--- config.mk ---
export PLATFORM = sky130hd
export DESIGN_NAME = cursor_frame_ctrl_flat
export DESIGN_NICKNAME = d
export VERILOG_FILES = /design/src/rtl/cursor_frame_ctrl_if.sv /design/src/rtl/cursor_frame_ctrl.sv /design/src/flat_wrapper.sv
export SDC_FILE = /design/constraint.sdc
export NUM_CORES = 1
export LEC_CHECK = 0
export ABC_AREA = 1
export BUFFER_PORTS_ARGS = -buffer_cell sky130_fd_sc_hd__buf_2
export CAP_MARGIN = 5
export CORE_MARGIN = 2
export CORE_UTILIZATION = 61
export CTS_BUF_LIST = sky130_fd_sc_hd__clkbuf_16
export CTS_CLUSTER_DIAMETER = 200
export DETAILED_ROUTE_END_ITERATION = 10
export PLACE_DENSITY_LB_ADDON = 0.15
export SYNTH_ARGS = -nofsm -noshare
export SYNTH_HDL_FRONTEND = slang
export SYNTH_SLANG_ARGS = --single-unit
--- constraint.sdc ---
create_clock -name vgaclk -period 2 [get_ports vgaclk]
set_input_delay 0.4 -clock vgaclk [delete_from_list [all_inputs] [get_ports vgaclk]]
set_output_delay 0.4 -clock vgaclk [all_outputs]
set_load 0.005 [all_outputs]
--- src/rtl/cursor_frame_ctrl_if.sv ---
// Signal bundle between the SPI/VGA-timing side and cursor_frame_ctrl.
// master = MCU and timing side; slave = the cursor frame controller.
interface cursor_frame_ctrl_if;
    logic       sck;
    logic       sdi;
    logic       vsync;
    logic [9:0] xpos;
    logic [9:0] ypos;
    logic       pending;
    logic       word_err;

    modport master (
        output sck, sdi, vsync,
        input  xpos, ypos, pending, word_err
    );

    modport slave (
        input  sck, sdi, vsync,
        output xpos, ypos, pending, word_err
    );
endinterface

--- src/rtl/cursor_frame_ctrl.sv ---
// Oversampled SPI cursor-word receiver. It validates and clamps each word, then commits it at vsync start.
// Optional macro CURSOR_SLEW_EN limits the cursor to MAXSTEP pixels of movement per axis on each commit.
module cursor_frame_ctrl #(
    parameter int XMAX    = 640,
    parameter int YMAX    = 480,
    parameter int TIMEOUT = 1024,
    parameter int MAXSTEP = 16
) (
    input logic                vgaclk,
    input logic                reset_b,
    cursor_frame_ctrl_if.slave bus
);
    localparam int              TW   = $clog2(TIMEOUT + 1);
    localparam logic [9:0]      XLIM = 10'(XMAX - 1);
    localparam logic [9:0]      YLIM = 10'(YMAX - 1);
    localparam logic [TW-1:0]   TLIM = TW'(TIMEOUT - 1);

    typedef enum logic [1:0] {IDLE, SHIFT, CHECK} state_t;

    state_t        r_state;
    logic          r_sck_s1, r_sck_s2, r_sck_d;
    logic          r_sdi_s1, r_sdi_s2;
    logic          r_vs_s1, r_vs_s2, r_vs_d;
    logic [31:0]   r_shift;
    logic [5:0]    r_bits;
    logic [TW-1:0] r_tmo;
    logic [9:0]    r_px, r_py;
    logic [9:0]    r_xpos, r_ypos;
    logic          r_pending;
    logic          r_word_err;

    logic          w_sck_rise, w_vs_fall, w_accept, w_commit;
    logic [9:0]    w_cx, w_cy, w_tx, w_ty, w_nx, w_ny;

    // NOTE: every flop, synchronizers included, sits in the async reset branch; nothing depends on power-up state.
    always_ff @(posedge vgaclk or negedge reset_b) begin
        if (!reset_b) begin
            r_sck_s1 <= 1'b0;
            r_sck_s2 <= 1'b0;
            r_sck_d  <= 1'b0;
            r_sdi_s1 <= 1'b0;
            r_sdi_s2 <= 1'b0;
            r_vs_s1  <= 1'b0;
            r_vs_s2  <= 1'b0;
            r_vs_d   <= 1'b0;
        end else begin
            r_sck_s1 <= bus.sck;
            r_sck_s2 <= r_sck_s1;
            r_sck_d  <= r_sck_s2;
            r_sdi_s1 <= bus.sdi;
            r_sdi_s2 <= r_sdi_s1;
            r_vs_s1  <= bus.vsync;
            r_vs_s2  <= r_vs_s1;
            r_vs_d   <= r_vs_s2;
        end
    end

    assign w_sck_rise = r_sck_s2 & ~r_sck_d;
    assign w_vs_fall  = ~r_vs_s2 & r_vs_d;

    assign w_accept = (r_state == CHECK) && (r_shift[31:26] == 6'd0) && (r_shift[15:10] == 6'd0);
    assign w_cx     = (r_shift[25:16] > XLIM) ? XLIM : r_shift[25:16];
    assign w_cy     = (r_shift[9:0]   > YLIM) ? YLIM : r_shift[9:0];

    // A word accepted on the vsync-edge cycle bypasses the pending register.
    assign w_tx     = w_accept ? w_cx : r_px;
    assign w_ty     = w_accept ? w_cy : r_py;
    assign w_commit = w_vs_fall && (w_accept || r_pending);

`ifdef CURSOR_SLEW_EN
    localparam logic signed [10:0] STEP = 11'(MAXSTEP);

    function automatic logic [9:0] slew_to(input logic [9:0] cur, input logic [9:0] tgt);
        logic signed [10:0] diff;
        diff = $signed({1'b0, tgt}) - $signed({1'b0, cur});
        if (diff > STEP)       return cur + STEP[9:0];
        else if (diff < -STEP) return cur - STEP[9:0];
        else                   return tgt;
    endfunction

    assign w_nx = slew_to(r_xpos, w_tx);
    assign w_ny = slew_to(r_ypos, w_ty);
`else
    assign w_nx = w_tx;
    assign w_ny = w_ty;
`endif

    always_ff @(posedge vgaclk or negedge reset_b) begin
        if (!reset_b) begin
            r_state    <= IDLE;
            r_shift    <= 32'd0;
            r_bits     <= 6'd0;
            r_tmo      <= '0;
            r_px       <= 10'd0;
            r_py       <= 10'd0;
            r_xpos     <= 10'd0;
            r_ypos     <= 10'd0;
            r_pending  <= 1'b0;
            r_word_err <= 1'b0;
        end else begin
            r_word_err <= 1'b0;
            case (r_state)
                IDLE: begin
                    if (w_sck_rise) begin
                        r_shift <= {31'd0, r_sdi_s2};
                        r_bits  <= 6'd1;
                        r_tmo   <= '0;
                        r_state <= SHIFT;
                    end
                end
                SHIFT: begin
                    if (w_sck_rise) begin
                        r_shift <= {r_shift[30:0], r_sdi_s2};
                        r_bits  <= r_bits + 6'd1;
                        r_tmo   <= '0;
                        if (r_bits == 6'd31) r_state <= CHECK;
                    end else if (r_tmo == TLIM) begin
                        r_word_err <= 1'b1;
                        r_bits     <= 6'd0;
                        r_tmo      <= '0;
                        r_state    <= IDLE;
                    end else begin
                        r_tmo <= r_tmo + 1'b1;
                    end
                end
                CHECK: begin
                    // An sck edge landing here is dropped; the next edge starts a fresh word.
                    r_word_err <= ~w_accept;
                    r_bits     <= 6'd0;
                    r_state    <= IDLE;
                end
                default: r_state <= IDLE;
            endcase

            if (w_commit) begin
                r_xpos <= w_nx;
                r_ypos <= w_ny;
`ifdef CURSOR_SLEW_EN
                r_px      <= w_tx;
                r_py      <= w_ty;
                r_pending <= (w_nx != w_tx) || (w_ny != w_ty);
`else
                r_pending <= 1'b0;
`endif
            end else if (w_accept) begin
                r_px      <= w_cx;
                r_py      <= w_cy;
                r_pending <= 1'b1;
            end
        end
    end

    assign bus.xpos     = r_xpos;
    assign bus.ypos     = r_ypos;
    assign bus.pending  = r_pending;
    assign bus.word_err = r_word_err;
endmodule
--- src/flat_wrapper.sv ---
// flat-port wrapper written by rule: the top's interface ports become plain ports
module cursor_frame_ctrl_flat 
#(
    parameter int XMAX    = 640,
    parameter int YMAX    = 480,
    parameter int TIMEOUT = 1024,
    parameter int MAXSTEP = 16
)
  (vgaclk, reset_b, bus_sck, bus_sdi, bus_vsync, bus_xpos, bus_ypos, bus_pending, bus_word_err);
  cursor_frame_ctrl_if bus_i ();
  input logic vgaclk;
  input logic reset_b;
  input wire logic [$bits(bus_i.sck)-1:0] bus_sck;
  input wire logic [$bits(bus_i.sdi)-1:0] bus_sdi;
  input wire logic [$bits(bus_i.vsync)-1:0] bus_vsync;
  output wire logic [$bits(bus_i.xpos)-1:0] bus_xpos;
  output wire logic [$bits(bus_i.ypos)-1:0] bus_ypos;
  output wire logic [$bits(bus_i.pending)-1:0] bus_pending;
  output wire logic [$bits(bus_i.word_err)-1:0] bus_word_err;
  assign bus_i.sck = bus_sck;
  assign bus_i.sdi = bus_sdi;
  assign bus_i.vsync = bus_vsync;
  assign bus_xpos = bus_i.xpos;
  assign bus_ypos = bus_i.ypos;
  assign bus_pending = bus_i.pending;
  assign bus_word_err = bus_i.word_err;
  cursor_frame_ctrl #(.XMAX(XMAX), .YMAX(YMAX), .TIMEOUT(TIMEOUT), .MAXSTEP(MAXSTEP)) u_core (.vgaclk(vgaclk), .reset_b(reset_b), .bus(bus_i));
endmodule
# Yosys cells after proc, flatten, opt, wreduce, memory -nomap -nowiden
# Index checks and enable logic that the tools add are counted.
dict set report classes {
  add_sub_neg 2
  n_lt_le_gt_ge 2
  n_eq_ne 8
  muxes 25
  n_bitwise 5
  n_reduce_logical 14
}
# op n
set ops {}
lappend ops {{$mux W32} 2}
lappend ops {{$pmux W32 S2} 1}
lappend ops {{$mux W10} 4}
lappend ops {{$mux W11} 3}
lappend ops {{$pmux W11 S2} 1}
lappend ops {{$mux W6} 3}
lappend ops {{$pmux W6 S3} 1}
lappend ops {{$logic_not A6 Y1} 2}
lappend ops {{$add A11 B1 Y11 const B} 1}
lappend ops {{$eq A11 B10 Y1 const B} 1}
lappend ops {{$gt A10 B10 Y1 const B} 1}
lappend ops {{$gt A10 B9 Y1 const B} 1}
lappend ops {{$reduce_and A3 Y1} 3}
lappend ops {{$mux W2} 4}
lappend ops {{$add A6 B1 Y6 const B} 1}
lappend ops {{$eq A6 B5 Y1 const B} 1}
lappend ops {{$mux W1} 4}
lappend ops {{$ne A2 B1 Y1 const B} 2}
lappend ops {{$pmux W2 S2} 1}
lappend ops {{$reduce_bool A2 Y1} 2}
lappend ops {{$logic_and A1 B1 Y1} 3}
lappend ops {{$ne A3 B1 Y1 const B} 1}
lappend ops {{$ne A3 B3 Y1 const B} 1}
lappend ops {{$not A1 Y1} 3}
lappend ops {{other kinds (8)} 9}
dict set report word_totals {
  reg_bits 101
  output_inout_bits 22
  wordCells 74
}

# Depth between registers and ports, before layout
# Gate-level depths: netlist of the first run.
dict set report depth {
  word_depth 6
  ltp_mapped 12
  depth_no_buf 11
}

# Worst setup path before layout of the first run
# Ideal clock, no wire load.
dict set report synth_path {
  kind {register to register}
  startpoint {reg u_core.r_state[0]}
  endpoint {reg u_core.r_ypos[9], in the netlist u_core.bus.ypos[9]}
  setup_ps 117
  t_arrival_ps 1583
  required_ps 1883
  slack_ps 300
  path_stages_with_launch 12
  n_path_buf 2
  synth_period_minus_slack_ps 1700
  path_cell_list {dfrtp_1 inv_1 ha_1 nand3_2 nor2_8 nand2_2 buf_6 nand2_2 nand2_2 buf_6 nand2_1 o21ai_2}
}
dict set report synth_via {
  elab_chain_cells 5
  word_cells_on_any_way 6
  classes_between {1 x eq/ne; 1 x mux; 4 x reduce/logical}
}
# element line_no
set synth_rtl {}
lappend synth_rtl {{start, declared} cursor_frame_ctrl.sv:20} ;# state_t r_state;
lappend synth_rtl {{start signal, assigned} cursor_frame_ctrl.sv:90} ;# r_state <= IDLE;
lappend synth_rtl {{start signal, assigned} cursor_frame_ctrl.sv:108} ;# r_state <= SHIFT;
lappend synth_rtl {{start signal, assigned} cursor_frame_ctrl.sv:116} ;# if (r_bits == 6'd31) r_state <= CHECK;
lappend synth_rtl {{$eq A2 B2 Y1 *} cursor_frame_ctrl.sv:61} ;# assign w_accept = (r_state == CHECK) && (r_shift[31:26] == 6'd0) && (r_shift[15:10] == 6'd0);
lappend synth_rtl {{$logic_and A1 B1 Y1 * (2 in a row)} cursor_frame_ctrl.sv:61}
lappend synth_rtl {{$logic_or A1 B1 Y1} cursor_frame_ctrl.sv:68} ;# assign w_commit = w_vs_fall && (w_accept || r_pending);
lappend synth_rtl {{$logic_and A1 B1 Y1} cursor_frame_ctrl.sv:68}
lappend synth_rtl {{end signal, assigned} cursor_frame_ctrl.sv:137} ;# r_ypos <= w_ny;
lappend synth_rtl {{end, declared} cursor_frame_ctrl.sv:28} ;# logic [9:0] r_xpos, r_ypos;
# Every way passes the cells marked *; elsewhere a longest branch is shown, timed or not.
# A chain may end at the register's enable or synchronous reset.

# Final worst setup path of the first run
dict set report layout_path {
  startpoint {reg u_core.r_state[0]}
  endpoint {reg u_core.r_px[7]}
}
dict set report layout_via {
  elab_chain_cells 5
  word_cells_on_any_way 6
  classes_between {1 x eq/ne; 1 x mux; 4 x reduce/logical}
}
# element line_no
set layout_rtl {}
lappend layout_rtl {{$eq A2 B2 Y1 *} cursor_frame_ctrl.sv:61}
lappend layout_rtl {{$logic_and A1 B1 Y1 * (2 in a row)} cursor_frame_ctrl.sv:61}
lappend layout_rtl {{$logic_or A1 B1 Y1} cursor_frame_ctrl.sv:68}
lappend layout_rtl {{$logic_and A1 B1 Y1} cursor_frame_ctrl.sv:68}
lappend layout_rtl {{end signal, assigned} cursor_frame_ctrl.sv:146} ;# r_px <= w_cx;
lappend layout_rtl {{end, declared} cursor_frame_ctrl.sv:27} ;# logic [9:0] r_px, r_py;
# Marks and branches as above.

==> results of run 1 <==
## per-stage QoR
step             TNS, ns  instances  util (%)  hold slack (ns)
2_1_floorplan          0        586         -           0.1044
3_3_place_gp           0        710     65.33           0.3348
3_5_place_dp           0        710     65.33           0.3347
4_1_cts                0        726     70.10           0.1384
5_1_grt        -0.008908        726     70.36           0.1432
6_report               0        726     70.36           0.1168
## timing repair
action,CTS,global route
gates resized for setup,0,4
hold buffers,0,0
endpoints found under the setup margin,0,36
## per-layer routing
metal	routed length (um)	part of all wire [%]	vias up
li1	-	-	1875
met1	4291	47	1727
met2	4162	46	78
met3	394	4.3	19
met4	229	2.5	0
met5	0	0	-
## worst paths after layout
path	startpoint	to	slack, ns	cells past startpoint
min in group vgaclk	bus_sdi	u_core.r_sdi_s1$_DFF_PN0_	0.16	1
max reg2reg	u_core.r_state[0]$_DFFE_PN0P_	u_core.r_px[7]$_DFFE_PN0N_	0.13	10
max	u_core.r_state[0]$_DFFE_PN0P_	u_core.r_px[7]$_DFFE_PN0N_	0.13	10
max in group asynchronous	reset_b	u_core.bus.ypos[0]$_DFFE_PN0P_	1.51	2
min	reset_b	u_core.r_bits[3]$_DFFE_PN0P_	0.12	2
min reg2reg	u_core.r_sck_s1$_DFF_PN0_	u_core.r_sck_s2$_DFF_PN0_	0.35	0
## worst reg2reg max path, cell delays in order, from the launching register on
cell	delay [ns]
dfrtp_1	0.41
inv_1	0.12
ha_1	0.22
nand3_2	0.14
nor2_8	0.21
nand2_4	0.12
nand2_2	0.08
nand2_2	0.06
buf_4	0.21
nand2_1	0.11
nand2_1	0.08
## cell type report
| cell class | count | area [sq um] | area share (%) |
|---|---|---|---|
| Tap cell | 102 | 127.6 | 2.384 |
| Inverter | 82 | 307.8 | 5.750 |
| Multi-Input combinational cell | 385 | 1769 | 33.05 |
| Timing Repair Buffer | 40 | 257.7 | 4.815 |
| Clock inverter | 7 | 137.6 | 2.571 |
| Clock buffer | 9 | 225.2 | 4.208 |
| Sequential cell | 101 | 2527 | 47.22 |
## synth_stat cells
cell      instances
o21ai_2           1
nand4_1           2
nor2_1           56
nand3_1          35
or2_2             1
o21ai_1           5
nand2_2           5
dfrtp_1         101
nor2_2            5
o22ai_1          31
nand3b_1          1
inv_1            76
xor2_1            1
clkbuf_1          6
ha_1              7
clkinv_1          3
a21oi_1           5
nand3_2           1
buf_6             8
a21boi_2          1
inv_2             3
buf_2             3
nand2_1         213
o21ai_0          10
nor3_1            1
buf_4             1
o21bai_1          2
nor2_8            2
## state kept, by name (all words and copies together), names as in the netlist
| signal | cells |
|---|---|
| u_core.bus.word_err | 1 |
| u_core.r_bits | 6 |
| u_core.r_tmo | 11 |
| u_core.r_sck_d | 1 |
| u_core.bus.pending | 1 |
| u_core.r_state | 2 |
| u_core.r_sdi_s2 | 1 |
| u_core.r_vs_s1 | 1 |
| u_core.r_sck_s1 | 1 |
| u_core.r_py | 10 |
| u_core.r_shift | 32 |
| u_core.r_px | 10 |
| u_core.r_vs_s2 | 1 |
| u_core.r_vs_d | 1 |
| u_core.r_sdi_s1 | 1 |
| u_core.bus.xpos | 10 |
| u_core.r_sck_s2 | 1 |
| u_core.bus.ypos | 10 |
## power breakdown
group	switching [uW]	internal (uW)	total, uW
Combinational	1250	684	1930
Clock	745	1350	2090
Sequential	210	2430	2640
## cell families after synthesis
group,count (synthesis)
buf+inv,100
fa+ha+maj,7
xor+xnor,1
simple gates,322
flops,101
compound gates,55
==> impl_metrics.csv, run 1 <==
group,metric,value,unit
outcome,status,"completed",
setup_path,cp_max_fo,18,
timing,tightest_slew,0.5143,ns
finish,final_common_cell,"nand2_1",
die,io-pin-count,27,
finish,syn2layout_area_growth,13.29,%
drt,antenna_left,0,
yosys,synth-simple-area-share,28.12,%
drt,drt-total-wl,9077,um
yosys,synth.avg_cell_area,8.062,sq um
setup_path,path_buf_inv,2,
power_and_ir_drop,ir_drop,737.9,uV
yosys,synthDistinctLibCells,28,
timing,skew,0.004359,ns
grt,top_usage_layer,"met2",
yosys,synth_top_family_by_area,"simple AND/OR/NAND/NOR gates",
timing,finalMaxSlewViolations,0,
drt,viasPerCell,5.095,
yosys,synth_area_leader_cell,"dfrtp_1",
grt,use_met3,6.656,%
cts,path_clk_slew,0.07,ns
drt,vias,3699,
cts,cts_buffers,9,
grt,overflow,0,
die,initial_core_util,62.11,%
timing,finalSetupViolCount,0,
drt,route.detailed.drc,0,
grt,antenna_found_initial,0,
finish,final_cell_area,5353,sq um
placement,hpwl,5956,um
cts,cts_root_buf,"clkbuf_16",
drt,wl_per_cell,12.50,um
yosys,postSynthCellCount,586,
grt,grt_pass1_wl,16090,um
cts,cts_setup_buffers,0,
yosys,synth_fa_ha_area_share,1.854,%
setup_path,cp-start-kind,"flop",
timing,finalHoldViolCount,0,
worst_hold_path,hold_class,"input port to asynchronous set/reset pin",
grt,grtUsageMet1,31.85,%
timing,max_freq,536.1,MHz
finish,drive_gt1_share,12.02,%
setup_path,critical_path_arrival,2.09,ns
cts,clock_path_buffers,2,
cts,h-tree-depth,3,
yosys,synth_compound_area_share,6.965,%
grt,use_met2,37.25,%
setup_path,cp_slowest_cell,"dfrtp_1",
cts,clk_latency,0.34,ns
die,die_y,92.01,um
finish,n_antenna_cell,0,
timing,final.period_utilization,93.26,%
placement,pre_cts_ws,0.1324,ns
yosys,synth_top_area_share,53.50,%
setup_path,crit_family,"simple AND/OR/NAND/NOR gates",
yosys,syn_area,4725,sq um
die,fp.coreArea,7607,sq um
yosys,netlist_top_cells_area,"dfrtp_1 (53%), nand2_1 (17%), inv_1 (6.0%), nor2_1 (4.4%), o22ai_1 (4.1%)",
setup_path,path_cells,"inv_1, ha_1, nand3_2, nor2_8, nand2_4, nand2_2, nand2_2, buf_4, nand2_1, nand2_1",
yosys,yosysWarnings,0,
yosys,ys_seq_area_share,53.50,%
finish,layout_common_cells,"nand2_1 (213), dfrtp_1 (101), inv_1 (77)",
drt,drtIter0Drc,221,
finish,n_fill_cell,599,
placement,io_buffers,26,
placement,globalplace.congestion,0.8268,
drt,first_pass_iters,4,
yosys,synth.net_count,598,
grt,grt_max_degree,102,
cts,cts_tree,"yes",
setup_path,cp-end-kind,"flop",
setup_path,slowest_delay,0.41,ns
yosys,synth_mux_area_share,0,%
yosys,synth-xor-area-share,0.1854,%
yosys,synth_seq_cells,101,
timing,period_minus_slack,1.865,ns
grt,first_global_vias,3680,
setup_path,crit_type,"flop to flop",
timing,layout_setup_ws,0.1347,ns
die,die-width,92.01,um
flow_run,max_cap_violations,0,
finish,nNetsFinal,631,
timing,slew_headroom,65.72,%
setup_path,cp.required,2.22,ns
grt,grt.total_usage,23.81,%
cts,cts_sinks,101,
power_and_ir_drop,leakage,0.002912,uW
die,fp-row-count,32,
power_and_ir_drop,powerDensity,1245,nW/um^2
power_and_ir_drop,total_power,6664,uW
die,die_area,8465,sq um
placement,postPlaceCellArea,4970,sq um
Power figures use the tool's default switching activity.
==> inputs of run 2 (changes only) <==
--- a/config.mk
+++ b/config.mk
@@ -6,7 +6,7 @@
 export NUM_CORES = 1
 export LEC_CHECK = 0
 export ABC_AREA = 1
-export BUFFER_PORTS_ARGS = -buffer_cell sky130_fd_sc_hd__buf_2
+export BUFFER_PORTS_ARGS = -buffer_cell sky130_fd_sc_hd__buf_4
 export CAP_MARGIN = 5
 export CORE_MARGIN = 2
 export CORE_UTILIZATION = 61
==> constraint.sdc (replaced) <==
create_clock -name vgaclk -period 1.8 [get_ports vgaclk]
set_input_delay 0.36 -clock vgaclk [delete_from_list [all_inputs] [get_ports vgaclk]]
set_output_delay 0.36 -clock vgaclk [all_outputs]
set_load 0.005 [all_outputs]
==> impl_metrics.csv, run 2 (synthesized netlist as in run 1, its figures left out) <==
group,metric,value,unit
flow_run,max_cap_violations,0,
cts,clk_latency,0.35,ns
power_and_ir_drop,power_frac_clock,25.9,%
finish,drive_gt1_share,12.76,%
worst_hold_path,whs_endpoint,"u_core.r_vs_s1$_DFF_PN0_",
timing,max_freq,573.3,MHz
placement,globalplace.congestion,0.8628,
die,die_y,92.01,um
setup_path,crit_type,"flop to flop",
timing,period_minus_slack,1.744,ns
finish,layout_common_cells,"nand2_1 (211), dfrtp_1 (101), inv_1 (76)",
grt,overflow,0,
setup_path,path_cells,"inv_1, ha_2, nand3_2, nor2_8, nand2_2, nand2_2, nand2_2, clkbuf_16, nand2_1, nand2_1",
cts,path_clk_slew,0.07,ns
finish,nNetsFinal,634,
cts,cts_buffers,9,
placement,pre_cts_ws,0.08648,ns
finish,reg_top3,"u_core.r_shift (32), u_core.r_tmo (11)",
die,fp.coreArea,7607,sq um
finish,multi_input_area,1772,sq um
setup_path,cp_slowest_cell,"dfrtp_1",
timing,finalHoldViolCount,0,
power_and_ir_drop,power.switching,2500,uW
grt,grt_pass1_wl,15840,um
cts,cts_tree,"yes",
die,fp-row-count,32,
grt,grt.total_usage,23.42,%
die,die-width,92.01,um
timing,layout_setup_ws,0.05568,ns
grt,grt_max_degree,45,
finish,instances_no_fill,729,
placement,dp.cells,711,
setup_path,critical_path_arrival,1.97,ns
placement,hpwl,6139,um
timing,tightest_slew,0.4394,ns
worst_hold_path,hp-start,"bus_vsync",
drt,drt-total-wl,9094,um
power_and_ir_drop,switching_share,35.38,%
finish,largest_reg_flops,32,
power_and_ir_drop,leakage,0.002911,uW
finish,final_common_cell,"nand2_1",
finish,syn2layout_area_growth,14.51,%
placement,io_buffers,26,
setup_path,reg2reg_to,"u_core.bus.xpos[8]$_DFFE_PN0P_",
power_and_ir_drop,p_comb_share,32.5,%
drt,first_pass_iters,5,
worst_hold_path,holdPathStages,1,
setup_path,slowest_delay,0.41,ns
setup_path,cp-end-kind,"flop",
die,die_area,8465,sq um
timing,finalSetupViolCount,0,
setup_path,cp-start-kind,"flop",
timing,finalMaxSlewViolations,0,
timing,slew_headroom,70.60,%
outcome,status,"completed",
timing,skew,0.009292,ns
finish,seqCellArea,2527,sq um
power_and_ir_drop,seqPwrFrac,41.6,%
power_and_ir_drop,power.internal,4566,uW
power_and_ir_drop,ir_drop,640.5,uV
power_and_ir_drop,powerDensity,1306,nW/um^2
drt,antenna_left,0,
setup_path,cp_max_fo,19,
worst_hold_path,hold_class,"input port to flop",
cts,cts_root_buf,"clkbuf_16",
grt,first_global_vias,3548,
timing,rsz0062_at_grt,"yes",
cts,h-tree-depth,3,
finish,n_antenna_cell,0,
cts,clock_path_buffers,2,
finish,n_fill_cell,596,
drt,route.detailed.drc,0,
drt,wl_per_cell,12.47,um
setup_path,rrSetupSlack,0.06,ns
timing,final.period_utilization,96.91,%
cts,cts_sinks,101,
grt,antenna_found_initial,0,
setup_path,ff2ff_path_depth,10,
setup_path,cp_common_cell,"nand2_2",
setup_path,cp.required,2.03,ns
drt,drtIter0Drc,153,
setup_path,r2r-start,"u_core.r_state[0]$_DFFE_PN0P_",
die,initial_core_util,62.11,%
drt,vias,3748,
die,io-pin-count,27,
finish,regMostFlops,"u_core.r_shift",
drt,viasPerCell,5.141,
## run 2: cell types whose count changed in the layout (fill, tap and decap cells not counted), sizes merged
cell and delta:
bufinv -4, dlygate4sd3 +1, clkbuf +1, inv +2, clkinv +2, buf +1
## run 2: power by group through the flow
stage               Combinational, uW  Clock, uW  Sequential, uW
floorplan                        1580          0            2940
global placement                 2180          0            2960
detailed placement               2240          0            2970
CTS                              2250       1870            2940
finish                           2300       1830            2940
global route                     2660       1960            2990
## run 2: through the flow
stage	hold slack (ns)	util, %	setup TNS [ns]	total power, uW	instance area [sq um]
detailed placement	0.2917	66.58	0	5208	5065
global placement	0.2870	66.58	0	5145	5065
CTS	0.1087	70.39	0	7055	5355
global route	0.09827	71.12	-0.9810	7618	5410
finish	0.1149	71.12	0	7065	5410
floorplan	0.06441	-	0	4522	4725
## run 2: what timing repair did
| action | CTS | global route |
|---|---|---|
| setup buffers | 0 | 0 |
| resized for setup | 0 | 8 |
| setup endpoints to repair | 0 | 53 |
| endpoints found under the hold margin | 23 | 0 |
| hold buffers | 1 | 0 |
## run 2: worst max-delay path by stage
stage,startpoint,end,slack (ns),cells past startpoint
after floorplan,u_core.r_state[0]$_DFFE_PN0P_,u_core.bus.ypos[9]$_DFFE_PN0P_,0.10,11
after global placement,u_core.r_state[1]$_DFFE_PN0P_,u_core.r_tmo[5]$_DFFE_PN0P_,0.11,10
after detailed placement,u_core.r_state[1]$_DFFE_PN0P_,u_core.r_tmo[5]$_DFFE_PN0P_,0.09,10
after CTS,u_core.r_state[1]$_DFFE_PN0P_,u_core.r_tmo[5]$_DFFE_PN0P_,0.06,10
after global routing,u_core.r_state[0]$_DFFE_PN0P_,u_core.bus.xpos[8]$_DFFE_PN0P_,-0.07,10
final,u_core.r_state[0]$_DFFE_PN0P_,u_core.bus.xpos[8]$_DFFE_PN0P_,0.06,10
## run 2: worst max-delay path: cells and delay by family (launching register included)
family | cells | cell delay (ns)
AND/OR/NAND/NOR | 7 | 0.69
flip-flops | 1 | 0.41
buffers and inverters | 2 | 0.32
adder cells (fa/ha/maj) | 1 | 0.21
## run 2: routing by layer
layer	up-vias	GRT usage, %	share of wire (%)
li1	1884	-	-
met1	1795	30.41	45
met2	56	39.83	51
met3	13	5.423	3.2
met4	0	6.343	1.5
met5	-	0	0
## run 2: final cells by class
class / instances / share of cell area, %
Clock buffer: 9 / 4.163
Clock inverter: 7 / 1.018
Inverter: 82 / 5.689
Multi-Input combinational cell: 385 / 32.75
Sequential cell: 101 / 46.72
Tap cell: 102 / 2.359
Timing Repair Buffer: 43 / 7.308
==> inputs of run 3 (changes only) <==
--- a/config.mk
+++ b/config.mk
@@ -5,11 +5,10 @@
 export SDC_FILE = /design/constraint.sdc
 export NUM_CORES = 1
 export LEC_CHECK = 0
-export ABC_AREA = 1
 export BUFFER_PORTS_ARGS = -buffer_cell sky130_fd_sc_hd__buf_4
 export CAP_MARGIN = 5
 export CORE_MARGIN = 2
-export CORE_UTILIZATION = 61
+export CORE_UTILIZATION = 40
 export CTS_BUF_LIST = sky130_fd_sc_hd__clkbuf_16
 export CTS_CLUSTER_DIAMETER = 200
 export DETAILED_ROUTE_END_ITERATION = 10
==> impl_metrics.csv, run 3 <==
group,metric,value,unit
outcome,status,"finished with violations",
outcome,violations,"negative setup slack",
setup_path,cp-end-kind,"flop",
cts,cts_root_buf,"clkbuf_16",
setup_path,critical_path_arrival,2.21,ns
die,fp-row-count,38,
timing,max_freq,505.7,MHz
timing,layout_setup_ws,-0.1775,ns
yosys,postSynthCellCount,356,
timing,finalMaxSlewViolations,0,
yosys,synth_most_common_cell,"dfrtp_1",
die,die-width,110.6,um
power_and_ir_drop,leakage,0.003066,uW
cts,path_clk_slew,0.07,ns
grt,antenna_found_initial,0,
yosys,ys_seq_area_share,55.63,%
yosys,syn_area,4543,sq um
die,fp.coreArea,10980,sq um
yosys,synth.avg_cell_area,12.76,sq um
finish,nNetsFinal,463,
power_and_ir_drop,total_power,7008,uW
drt,first_pass_iters,4,
yosys,synth_common_cells,"dfrtp_1 (101), mux2_2 (47), a22o_1 (32)",
die,initial_core_util,41.36,%
yosys,synthDistinctLibCells,55,
setup_path,crit_family,"simple AND/OR/NAND/NOR gates",
grt,first_global_vias,3251,
cts,clock_path_buffers,2,
timing,slew_headroom,70.24,%
timing,skew,0.009488,ns
drt,drtIter0Drc,99,
finish,n_antenna_cell,0,
timing,period_minus_slack,1.977,ns
grt,grt_pass1_wl,16650,um
finish,syn2layout_area_growth,37.43,%
timing,finalHoldViolCount,0,
cts,clk_latency,0.35,ns
power_and_ir_drop,powerDensity,1122,nW/um^2
die,io-pin-count,27,
finish,regMostFlops,"u_core.r_shift",
power_and_ir_drop,ir_drop,484.0,uV
timing,finalSetupViolCount,45,
setup_path,path_cells,"inv_2, ha_4, nor4b_4, and4_4, clkbuf_16, mux2_4, mux2_4",
cts,cts_tree,"yes",
yosys,synth_area_leader_cell,"dfrtp_1",
finish,largest_reg_flops,32,
flow_run,max_cap_violations,0,
timing,rsz0062_at_grt,"yes",
yosys,yosysWarnings,0,
setup_path,cp_common_cell,"mux2_4",
placement,pre_cts_ws,-0.2737,ns
finish,layout_common_cells,"dfrtp_1 (101), buf_4 (79), mux2_4 (54)",
timing,final.period_utilization,109.9,%
timing,tightest_slew,0.4465,ns
finish,reg_top3,"u_core.r_shift (32), u_core.r_tmo (11)",
finish,drive_gt1_share,47.91,%
placement,globalplace.congestion,0.7566,
yosys,synth_seq_cells,101,
grt,overflow,0,
setup_path,cp_slowest_cell,"dfrtp_1",
die,die_y,110.6,um
setup_path,cp.required,2.03,ns
yosys,synth-edff-count,0,
grt,grt_max_degree,35,
drt,vias,3148,
setup_path,crit_type,"flop to flop",
finish,final_common_cell,"dfrtp_1",
grt,grt.total_usage,16.84,%
drt,wl_per_cell,17.10,um
setup_path,path_buf_inv,2,
cts,cts_sinks,101,
yosys,synth_top_area_share,55.63,%
drt,viasPerCell,5.291,
drt,route.detailed.drc,0,
drt,antenna_left,0,
yosys,netlist_top_cells_area,"dfrtp_1 (56%), mux2_2 (12%), a22o_1 (6.2%), mux2_1 (2.5%), ha_1 (1.9%)",
placement,io_buffers,26,
drt,drt-total-wl,10180,um
die,die_area,12230,sq um
finish,final_util,56.85,%
placement,hpwl,6321,um
setup_path,cp-start-kind,"flop",
cts,cts_buffers,9,
yosys,synthFlopType,"dfrtp_1",
yosys,synth.net_count,368,
worst_hold_path,hold_class,"input port to flop",
setup_path,slowest_delay,0.38,ns
cts,h-tree-depth,3,
timing,setup-tns-final,-4.559,ns
yosys,async_flop_share,100.0,%
setup_path,cp_max_fo,6,
==> run 3: changes by cell type in the layout (fill, tap and decap cells not counted), moves of 9 or more <==
cell | before | now
buf_6 | 0 | 11
inv_1 | 76 | 5
nor2_1 | 55 | 14
o22ai_1 | 31 | 2
nand2b_1 | 0 | 9
buf_4 | 36 | 79
mux2_4 | 0 | 54
nand3_1 | 35 | 8
nand2_1 | 211 | 13
a22o_1 | 0 | 32
==> run 3: power by group <==
group | leakage, uW | internal, uW | switching, uW | total, uW
sequential | 0.00138 | 2510 | 159 | 2670
combinational | 0.00155 | 1400 | 1160 | 2560
clock | 0.000137 | 930 | 846 | 1780
==> run 3: final timing paths <==
kind	start	end	slack, ns	cells after the start
max	u_core.r_state[0]$_DFFE_PN0P_	u_core.bus.xpos[3]$_DFFE_PN0P_	-0.18	7
min	bus_vsync	u_core.r_vs_s1$_DFF_PN0_	0.12	1
max reg2reg	u_core.r_state[0]$_DFFE_PN0P_	u_core.bus.xpos[3]$_DFFE_PN0P_	-0.18	7
min reg2reg	u_core.r_sdi_s1$_DFF_PN0_	u_core.r_sdi_s2$_DFF_PN0_	0.35	0
max in group asynchronous	reset_b	u_core.r_tmo[9]$_DFFE_PN0P_	0.71	3
min in group asynchronous	reset_b	u_core.r_bits[3]$_DFFE_PN0P_	0.50	2
==> run 3: area by class of cell <==
| class | count | area [sq um] |
|---|---|---|
| fillers | 891 | 4740 |
| flip-flops and latches | 101 | 2527 |
| multi-input cells | 230 | 2278 |
| repair buffers | 103 | 972.2 |
| clock buffers | 9 | 225.2 |
| well taps | 140 | 175.2 |
| clock inverters | 6 | 40.04 |
| inverters | 6 | 25.02 |
==> run 3: kinds of logic (layout without fill, tap and decap cells) <==
kind of cell	after synthesis	after routing	synth area share, %
DFF	101	101	55.63
and+or+nand+nor	93	93	11.93
AOI/OAI and AO/OA	63	63	11.43
muxes	60	60	14.79
buffers and inverters	25	124	2.947
adders and majority gates	7	7	1.928
xor gates and xnor gates	7	7	1.350
==> run 3: metrics by stage <==
| stage | area (sq um) | hold WS (ns) | cells |
|---|---|---|---|
| global placement | 5366 | 0.3326 | 560 |
| finish | 6243 | 0.1190 | 595 |
| detailed placement | 5366 | 0.3377 | 560 |
| CTS | 5901 | 0.1041 | 583 |
| floorplan | 4611 | 0.06441 | 356 |
| global route | 6243 | 0.1078 | 595 |
==> run 3: layer usage <==
layer / global-route usage [%] / wire (um) / vias to the layer above
met5: 0 / 0 / -
met4: 7.250 / 189 / 0
met3: 2.744 / 282 / 11
met2: 25.64 / 4680 / 52
met1: 23.88 / 5024 / 1599
li1: - / - / 1486
==> run 3: repair_timing <==
item / in CTS / in global routing
gates cloned: 1 / 4
hold buffers: 1 / 0
resized for setup: 49 / 50
pin swaps: 11 / 20
endpoints found under the setup margin: 84 / 88
setup buffers: 6 / 9
hold endpoints to repair: 27 / 0
